### src/rtl/iic_read_burst.sv
// iic_read_burst: multi-byte I2C master read engine with per-byte ACK and final NACK
module iic_read_burst #(
  parameter int MAX_BYTES = 4,
  parameter int CNT_W = 5
) (
  input  logic                   clk,
  input  logic                   rst,
  input  logic                   start,
  input  logic                   abort,
  input  logic [CNT_W-1:0]       byte_cnt,
  input  logic                   scl,
  input  logic                   scl_lc,
  input  logic                   scl_hc,
  input  logic                   sda,
  output logic                   sdalink,
  output logic                   sda_o,
  output logic                   busy,
  output logic                   byte_valid,
  output logic [7:0]             byte_data,
  output logic [CNT_W-1:0]       byte_idx,
  output logic [8*MAX_BYTES-1:0] rd_data,
  output logic                   done,
  output logic                   err
);
  typedef enum logic [2:0] {IDLE, DATA, ACK_DRV, ACK_HOLD, FIN} state_t;
  localparam logic [CNT_W-1:0] ONE = CNT_W'(1);
  localparam logic [CNT_W-1:0] MAXB = CNT_W'(MAX_BYTES);
  state_t state, nxt;
  logic [CNT_W-1:0] cnt, idx;
  logic [2:0] bitc;
  logic [6:0] shreg;
  logic ack_seen, err_f, hc, ok, last;
  assign hc = scl_hc & scl & ~scl_lc;
  assign ok = byte_cnt != '0 && byte_cnt <= MAXB;
  assign last = idx + ONE == cnt;
  assign busy = state inside {DATA, ACK_DRV, ACK_HOLD};
  assign done = state == FIN;
  assign err = done & err_f;
  always_comb begin
    nxt = state;
    case (state)
      IDLE:     nxt = start ? (ok ? DATA : FIN) : IDLE;
      DATA:     nxt = hc && bitc == 3'd0 ? ACK_DRV : DATA;
      ACK_DRV:  nxt = scl_lc ? ACK_HOLD : ACK_DRV;
      ACK_HOLD: nxt = scl_lc && ack_seen ? (last ? FIN : DATA) : ACK_HOLD;
      default:  nxt = IDLE;
    endcase
    if (abort) nxt = IDLE;
  end
  always_ff @(posedge clk)
    if (rst) state <= IDLE;
    else state <= nxt;
  always_ff @(posedge clk) begin
    if (rst) begin
      sdalink <= 1'b0;
      sda_o <= 1'b1;
      byte_valid <= 1'b0;
      byte_data <= '0;
      byte_idx <= '0;
      rd_data <= '0;
      cnt <= '0;
      idx <= '0;
      bitc <= '0;
      shreg <= '0;
      ack_seen <= 1'b0;
      err_f <= 1'b0;
    end else begin
      byte_valid <= 1'b0;
      if (abort) begin
        sdalink <= 1'b0;
        sda_o <= 1'b1;
      end else begin
        case (state)
          IDLE: if (start) begin
            err_f <= ~ok;
            if (ok) begin
              cnt <= byte_cnt;
              rd_data <= '0;
              idx <= '0;
              bitc <= 3'd7;
            end
          end
          DATA: if (hc) begin
            shreg <= {shreg[5:0], sda};
            bitc <= bitc - 3'd1;
            if (bitc == 3'd0) begin
              byte_valid <= 1'b1;
              byte_data <= {shreg, sda};
              byte_idx <= idx;
              for (int k = 0; k < MAX_BYTES; k++)
                if (idx == CNT_W'(k)) rd_data[8*k +: 8] <= {shreg, sda};
            end
          end
          ACK_DRV: if (scl_lc) begin
            sdalink <= ~last;
            sda_o <= last;
            ack_seen <= 1'b0;
          end
          ACK_HOLD: begin
            if (hc) ack_seen <= 1'b1;
            if (scl_lc && ack_seen) begin
              sdalink <= 1'b0;
              sda_o <= 1'b1;
              if (!last) begin
                idx <= idx + ONE;
                bitc <= 3'd7;
              end
            end
          end
          default: ;
        endcase
      end
    end
  end
endmodule
### config.mk
export PLATFORM = sky130hd
export DESIGN_NAME = iic_read_burst
export DESIGN_NICKNAME = d
export VERILOG_FILES = /design/src/rtl/iic_read_burst.sv
export SDC_FILE = /design/constraint.sdc
export NUM_CORES = 1
export LEC_CHECK = 0
export ABC_AREA = 0
export CAP_MARGIN = 20
export CORE_MARGIN = 2
export CORE_UTILIZATION = 55
export DETAILED_ROUTE_END_ITERATION = 10
export GPL_TIMING_DRIVEN = 0
export PLACE_DENSITY = 0.81
export SETUP_SLACK_MARGIN = 0.05
export SLEW_MARGIN = 10
export SYNTH_ARGS = -nofsm -noshare
export SYNTH_HDL_FRONTEND = slang
export SYNTH_SLANG_ARGS = --single-unit
### constraint.sdc
create_clock -name clk -period 4.78 [get_ports clk]
set_clock_uncertainty 0.15 [all_clocks]
set_input_delay 0.956 -clock clk [delete_from_list [all_inputs] [get_ports clk]]
set_output_delay 0.956 -clock clk [all_outputs]
set_load 0.05 [all_outputs]
==> summary.md, run 1 <==
| Metric | Value |
|---|---|
| Outcome | finished clean |
| DRT iter0 DRCs | 190 |
| Worst min-delay path class | flop to flop |
| DRC | 0 |
| Post-DP HPWL | 5731 um |
| Multi-input gate area | 1698 um^2 |
| Die Span Y | 81.09 um |
| First-pass GRT wire length | 12970 um |
| Post-CTS setup buffers | 0 |
| P_int | 0.9303 mW |
| Ant diodes | 0 |
| WS Path Type | flop to output port |
| Switch Pwr | 0.2775 mW |
| FMAX | 0.2951 GHz |
| Critical Path Start Type | flop |
| Leak Pwr | 1.646 nW |
| Syn avg cell area | 9.418 um^2 |
| Overall Global Routing Usage | 25.82% |
| Grt met2 use | 39.01% |
| Post-synthesis sequential area ratio | 44.72% |
| Most common cell in the netlist | dfxtp_1 |
| Pre-antenna DRT Iters | 4 |
| Die ar. | 6575 um^2 |
| Synth unique cells | 51 |
| Area growth syn-to-layout | 28.83% |
| Sw frac | 22.98% |
| Fin crit share | 70.89% |
| Endpoints failing setup | 0 |
| Detailed-route vias per instance | 5.659 |
| Comb pwr share | 5.2% |
| Clk network pwr share | 44.2% |
| Largest area contributor in the synthesized netlist | dfxtp_1 |
| Synthesized instance count | 347 |
| Cell mode on critical path | nor2_1 |
| Seq pwr share | 50.6% |
| Vias in the first global route | 2727 |
| RSZ-0062 raised after global routing | false |
| Number of synthesized flops with an enable pin | 0 |
| Total negative slack | 0 ns |
| FF+latch count, synth | 73 |
| Largest net degree at the start of global routing | 14 |
| Synth top area cells | dfxtp_1, mux2i_1, nor2_1 |
| DRT antenna net count | 0 |
| Worst path depth | 4 |
| Critical Path RT | 3.67 ns |
| Met3 track demand over resource | 6.333% |
| Worst skew pair latency | 0.34 ns |
| CP Capture Type | output port |
| Global-route layer with the greatest usage | met2 |
| Top-area cell type share of the netlist area | 44.72% |
| Share of post-route cells with drive strength above 1 | 7.746% |
| Cell row count | 28 |
| Final Hold Viols | 0 |
| Wirelength, routed | 7955 um |
| CP max-delay cell | clkdlybuf4s50_1 |
| Critical path, cell by cell | clkbuf_1, nor2_1, nor2_1, clkdlybuf4s50_1 |
| Max Cap Violations | 0 |
| TritonCTS Sinks | 73 |
| Routability congestion estimate | 0.9069 |
| IO Pins | 64 |
| Nets | 440 |
| H-tree depth | 3 |
| Die X | 81.09 um |
| Max VDD drop | 305.5 uV |
| Critical path's largest stage delay | 0.81 ns |
| Core Region | 5816 um^2 |
| Resize count post-CTS | 0 |
| Port Buf Inserts | 63 |
| Gr ovfl total | 0 |
| Arrival @ worst endpoint | 2.28 ns |
| Mapped cell area | 3268 um^2 |
| Fin area | 4210 um^2 |
| Fill cell count | 468 |
| Top cells by count, synth | dfxtp_1, nor2_1, mux2i_1, nand2_1, a21oi_1 |
| Cts bufs inserted | 9 |
| Pwr dens | 286.9 nW/um^2 |
| Root Driver | clkbuf_8 |
| Share of flip-flops with an asynchronous set or reset | 0% |
| Initial antenna violation count | 0 |
| Slew headroom | 57.84% |
| Post-layout min period | 3.388 ns |
| Worst hold stages | 2 |
| Post-synth net total | 366 |
| Crit path buffers/inverters | 2 |
| Max Transition Viols Final | 0 |
| Max FO, Critical Path | 10 |
| CTS tree | yes |
| Ys flop type | dfxtp_1 |
| Slew at the pin closest to its max-slew limit | 0.6310 ns |
| Placed Area | 3993 um^2 |
| Starting Density | 56.20% |
| R2R depth | 8 |
| Register Area | 1461 um^2 |
| Routed via count | 2835 |
| Met1 Use GR | 36.03% |
| DR WL/cell | 15.88 um |
| Clock Tree Buf Depth | 2 |
| Clock-pin slew on the worst setup and hold paths | 0.08 ns |
| CP delay by family, top | buffers and inverters |
| Synth warn | 0 |
| # hold bufs at CTS | 0 |
-- per-stage QoR --
step / util, % / std cells / power (mW) / hold slack, ns / worst slack, ns
2_1_floorplan: - / 347 / 0.6636 / 0.2823 / 2.247
3_3_place_gp: 68.65 / 485 / 0.6870 / 0.2953 / 1.652
3_5_place_dp: 68.65 / 485 / 0.6878 / 0.3077 / 1.574
4_1_cts: 72.40 / 501 / 1.211 / 0.3179 / 1.407
5_1_grt: 72.40 / 501 / 1.246 / 0.3454 / 1.262
6_report: 72.40 / 501 / 1.208 / 0.3182 / 1.392
-- flip-flops by register name, indices dropped and copies added, names as in the netlist, 3 cells and up --
name       count
state          3
byte_data      8
idx            5
cnt            5
rd_data       32
shreg          7
byte_idx       5
bitc           3
-- power by group through the flow --
stage / clock network (mW) / logic, mW / registers, mW
after floorplan: 0 / 0.0382 / 0.625
after global placement: 0 / 0.0611 / 0.626
after detailed placement: 0 / 0.0619 / 0.626
after CTS: 0.537 / 0.0622 / 0.612
after global routing: 0.566 / 0.0676 / 0.612
final: 0.534 / 0.0624 / 0.612
-- tightest hold or removal path, stage by stage (launching register included) --
cell and delay, ns:
dfxtp_1 0.32, nand2_1 0.05, a21oi_1 0.06
-- cell families (layout without fill, tap and decap cells) --
logic type / count (synthesis) / after routing / synth area share (%)
XOR/XNOR: 6 / 6 / 1.608
multiplexers: 40 / 40 / 12.25
buffers and inverters: 26 / 105 / 3.331
AND/OR/NAND/NOR: 136 / 136 / 21.71
AO/OA/AOI/OAI: 60 / 60 / 14.09
adder cells (fa/ha/maj): 6 / 6 / 2.297
flip-flops: 73 / 73 / 44.72
-- per-layer routing --
metal,vias up,wire [um]
met1,1334,3613
met4,0,142
met2,121,3613
met3,15,587
met5,-,0
li1,1365,-
-- layout make-up --
type / count / area share, %
Tap cell: 75 / 2.229
Buffer: 17 / 1.783
Sequential cell: 73 / 34.71
Multi-Input combinational cell: 248 / 40.33
Clock inverter: 6 / 2.140
Timing Repair Buffer: 63 / 14.98
Clock buffer: 10 / 3.031
Inverter: 9 / 0.8024
-- final timing paths --
kind,startpoint,slack (ns),endpoint
worst max-delay path,state[1],1.39,busy
worst min-delay path,bitc[0],0.32,bitc[0]
worst max register to register,idx[0],2.55,idx[4]
worst min register to register,bitc[0],0.32,bitc[0]
-- layout by cell type, fill, tap and decap left out, types with 3 or more instances in the layout --
cell / n
nor3_1: 5
nand4_1: 5
o21ai_0: 3
clkbuf_1: 11
ha_1: 6
nand3_1: 9
o21a_1: 5
clkbuf_8: 9
inv_1: 9
dfxtp_1: 73
or3_1: 3
mux2i_1: 40
nor3b_1: 4
nand2b_1: 3
buf_2: 6
and2_1: 11
and3_1: 4
nor2b_1: 4
a21oi_1: 14
clkdlybuf4s50_1: 63
xnor2_1: 4
o211ai_1: 3
a31oi_1: 4
nor2_1: 50
a22o_1: 9
nand2_1: 28
Power figures use the tool's default switching activity.
==> run 2: changes to the inputs <==
--- a/config.mk
+++ b/config.mk
@@ -8,10 +8,10 @@
 export ABC_AREA = 0
 export CAP_MARGIN = 20
 export CORE_MARGIN = 2
-export CORE_UTILIZATION = 55
+export CORE_UTILIZATION = 46
 export DETAILED_ROUTE_END_ITERATION = 10
 export GPL_TIMING_DRIVEN = 0
-export PLACE_DENSITY = 0.81
+export PLACE_DENSITY = 0.72
 export SETUP_SLACK_MARGIN = 0.05
 export SLEW_MARGIN = 10
 export SYNTH_ARGS = -nofsm -noshare
==> constraint.sdc (replaced) <==
create_clock -name clk -period 3.1 [get_ports clk]
set_clock_uncertainty 0.15 [all_clocks]
set_input_delay 0.62 -clock clk [delete_from_list [all_inputs] [get_ports clk]]
set_output_delay 0.62 -clock clk [all_outputs]
set_load 0.05 [all_outputs]
==> run 2 against run 1 <==
Die area grew 19%; global-route usage shrank 4.5 points; flip-flop and latch count is the same; non-clock buffer count is the same; register-to-register slack lost 1.7 ns; setup slack lost 1.2 ns; clock power grew 54%; routed wire length shrank 2.5%; largest cell class unchanged.
==> summary.md, run 2 (synthesis results as in run 1) <==
| Metric | Value |
|---|---|
| Outcome | finished clean |
| Critical Path Start Type | flop |
| WS Path Type | flop to output port |
| Routed via count | 2769 (-2.3%) |
| CTS tree | yes |
| Max FO, Critical Path | 10 (unchanged) |
| # hold bufs at CTS | 0 (unchanged) |
| Port Buf Inserts | 63 (unchanged) |
| Post-CTS setup buffers | 0 (unchanged) |
| Max Cap Violations | 0 (unchanged) |
| Starting Density | 47.84% (-8.4 points) |
| Gr ovfl total | 0 (unchanged) |
| Core Region | 6832 um^2 (+17%) |
| Cts bufs inserted | 9 (unchanged) |
| Fill cell count | 607 (+30%) |
| Reg2Reg Setup Slack | 0.88 ns (-1.67 ns) |
| Endpoints failing setup | 0 (unchanged) |
| Area growth syn-to-layout | 29.79% |
| IO Pins | 64 (unchanged) |
| Non-filler instance count after layout | 522 (+4.2%) |
| Detailed-route vias per instance | 5.305 (-6.3%) |
| Root Driver | clkbuf_8 |
| Multi-input gate area | 1698 um^2 (unchanged) |
| Most frequent cells in the layout | dfxtp_1, clkdlybuf4s50_1, nor2_1 |
| Critical Path RT | 2.33 ns (-1.34 ns) |
| H-tree depth | 3 (unchanged) |
| Register Area | 1461 um^2 (unchanged) |
| Ant diodes | 0 (unchanged) |
| Post-DP HPWL | 5653 um (-1.4%) |
| DRC | 0 (unchanged) |
| Max VDD drop | 242.7 uV (-21%) |
| Worst min-delay path class | flop to flop |
| Overall Global Routing Usage | 21.34% (-4.5 points) |
| Pre-antenna DRT Iters | 4 (unchanged) |
| Routability congestion estimate | 0.9209 (+1.5%) |
| Cell row count | 30 (+7.1%) |
| Worst skew pair latency | 0.35 ns (about the same) |
| DRT iter0 DRCs | 107 (-44%) |
| Slew headroom | 59.77% (+1.9 points) |
| RR Endpoint | idx[4] |
| Pwr dens | 439.3 nW/um^2 (+53%) |
| Final Hold Viols | 0 (unchanged) |
| Max Transition Viols Final | 0 (unchanged) |
| Number of placed instances, taps included | 506 (+4.3%) |
| Total negative slack | 0 ns (unchanged) |
| Resize count post-CTS | 0 (unchanged) |
| Hold path start | err_f |
| First-pass GRT wire length | 12690 um (-2.1%) |
| Vias in the first global route | 2536 (-7.0%) |
| Worst r2r src | idx[0] |
| Critical Path Start | state[1] |
| Biggest register | rd_data |
| Die ar. | 7795 um^2 (+19%) |
| DR WL/cell | 14.87 um (-6.4%) |
| Fin crit share | 94.67% |
| Share of post-route cells with drive strength above 1 | 8.216% (+0.47 points) |
| Post-layout min period | 2.935 ns |
| Most common cell after layout, fill and taps aside | dfxtp_1 |
| DRT antenna net count | 0 (unchanged) |
| TritonCTS Sinks | 73 (unchanged) |
| Arrival @ worst endpoint | 2.16 ns (-0.12 ns) |
| Clock Tree Buf Depth | 2 (unchanged) |
| Clock-pin slew on the worst setup and hold paths | 0.08 ns (about the same) |
| Final hold slack | 0.3147 ns (-0.003494 ns) |
| Largest net degree at the start of global routing | 14 (unchanged) |
| Top Registers | rd_data: 32 flops, byte_data: 8 flops, shreg: 7 flops |
| CP Capture Type | output port |
| Initial antenna violation count | 0 (unchanged) |
| Leak Pwr | 1.671 nW (+1.5%) |
| Wirelength, routed | 7760 um (-2.5%) |
| RSZ-0062 raised after global routing | false |
| Max reg flops | 32 (unchanged) |
| Worst setup path endpoint | err |
| Nets | 440 (unchanged) |
| Die Span Y | 88.29 um (+8.9%) |
| FMAX | 0.3407 GHz |
| R2R depth | 8 (unchanged) |
| Die X | 88.29 um (+8.9%) |
| Slew at the pin closest to its max-slew limit | 0.5988 ns (-0.03220 ns) |
run 2: cell types whose count changed in the layout (fill, tap and decap cells not counted):
| cell | before | now |
|---|---|---|
| clkbuf_2 | 0 | 2 |
| clkdlybuf4s50_1 | 63 | 62 |
| clkbuf_1 | 11 | 9 |
| dlymetal6s2s_1 | 0 | 1 |
run 2: per-stage QoR:
| stage | instance area, um^2 | total power [mW] | util (%) | worst slack, ns |
|---|---|---|---|---|
| 6_report | 4242 | 1.863 | 62.09 | 0.1652 |
| 5_1_grt | 4242 | 1.928 | 62.09 | 0.09719 |
| 4_1_cts | 4237 | 1.878 | 62.01 | 0.08844 |
| 3_5_place_dp | 4019 | 1.061 | 58.83 | 0.2501 |
| 3_3_place_gp | 4019 | 1.059 | 58.83 | 0.2863 |
| 2_1_floorplan | 3268 | 1.023 | - | 0.9035 |
run 2: metal layers:
metal / global-route usage, % / wire, um / vias up
met5: 0 / 0 / -
met4: 8.678 / 120 / 0
met3: 3.825 / 436 / 10
met2: 31.37 / 3393 / 97
met1: 31.00 / 3809 / 1293
li1: - / - / 1369
run 2: worst min path at each step:
stage | slack, ns | to | cells past startpoint
after CTS | 0.32 | bitc[0] | 2
after global placement | 0.29 | bitc[0] | 2
after detailed placement | 0.30 | err_f | 1
after floorplan | 0.28 | err_f | 1
after global routing | 0.33 | err_f | 1
final | 0.31 | err_f | 1
run 2: layout make-up:
type | instances | share of cell area [%]
Timing Repair Buffer | 63 | 14.93
Tap cell | 96 | 2.832
Clock buffer | 10 | 3.009
Multi-Input combinational cell | 248 | 40.03
Inverter | 9 | 0.7965
Sequential cell | 73 | 34.45
Clock inverter | 6 | 2.124
Buffer | 17 | 1.829
run 2: power by group:
group	switching [mW]	internal [mW]	total, mW
sequential	0.00280	0.940	0.943
combinational	0.0584	0.0380	0.0964
clock	0.368	0.456	0.824
total	0.429	1.43	1.86
run 2: worst max-delay path, stage by stage (launching register included):
cell and delay, ns:
dfxtp_1 0.37, clkbuf_2 0.21, nor2_1 0.25, and3_1 0.19, clkdlybuf4s50_1 0.79
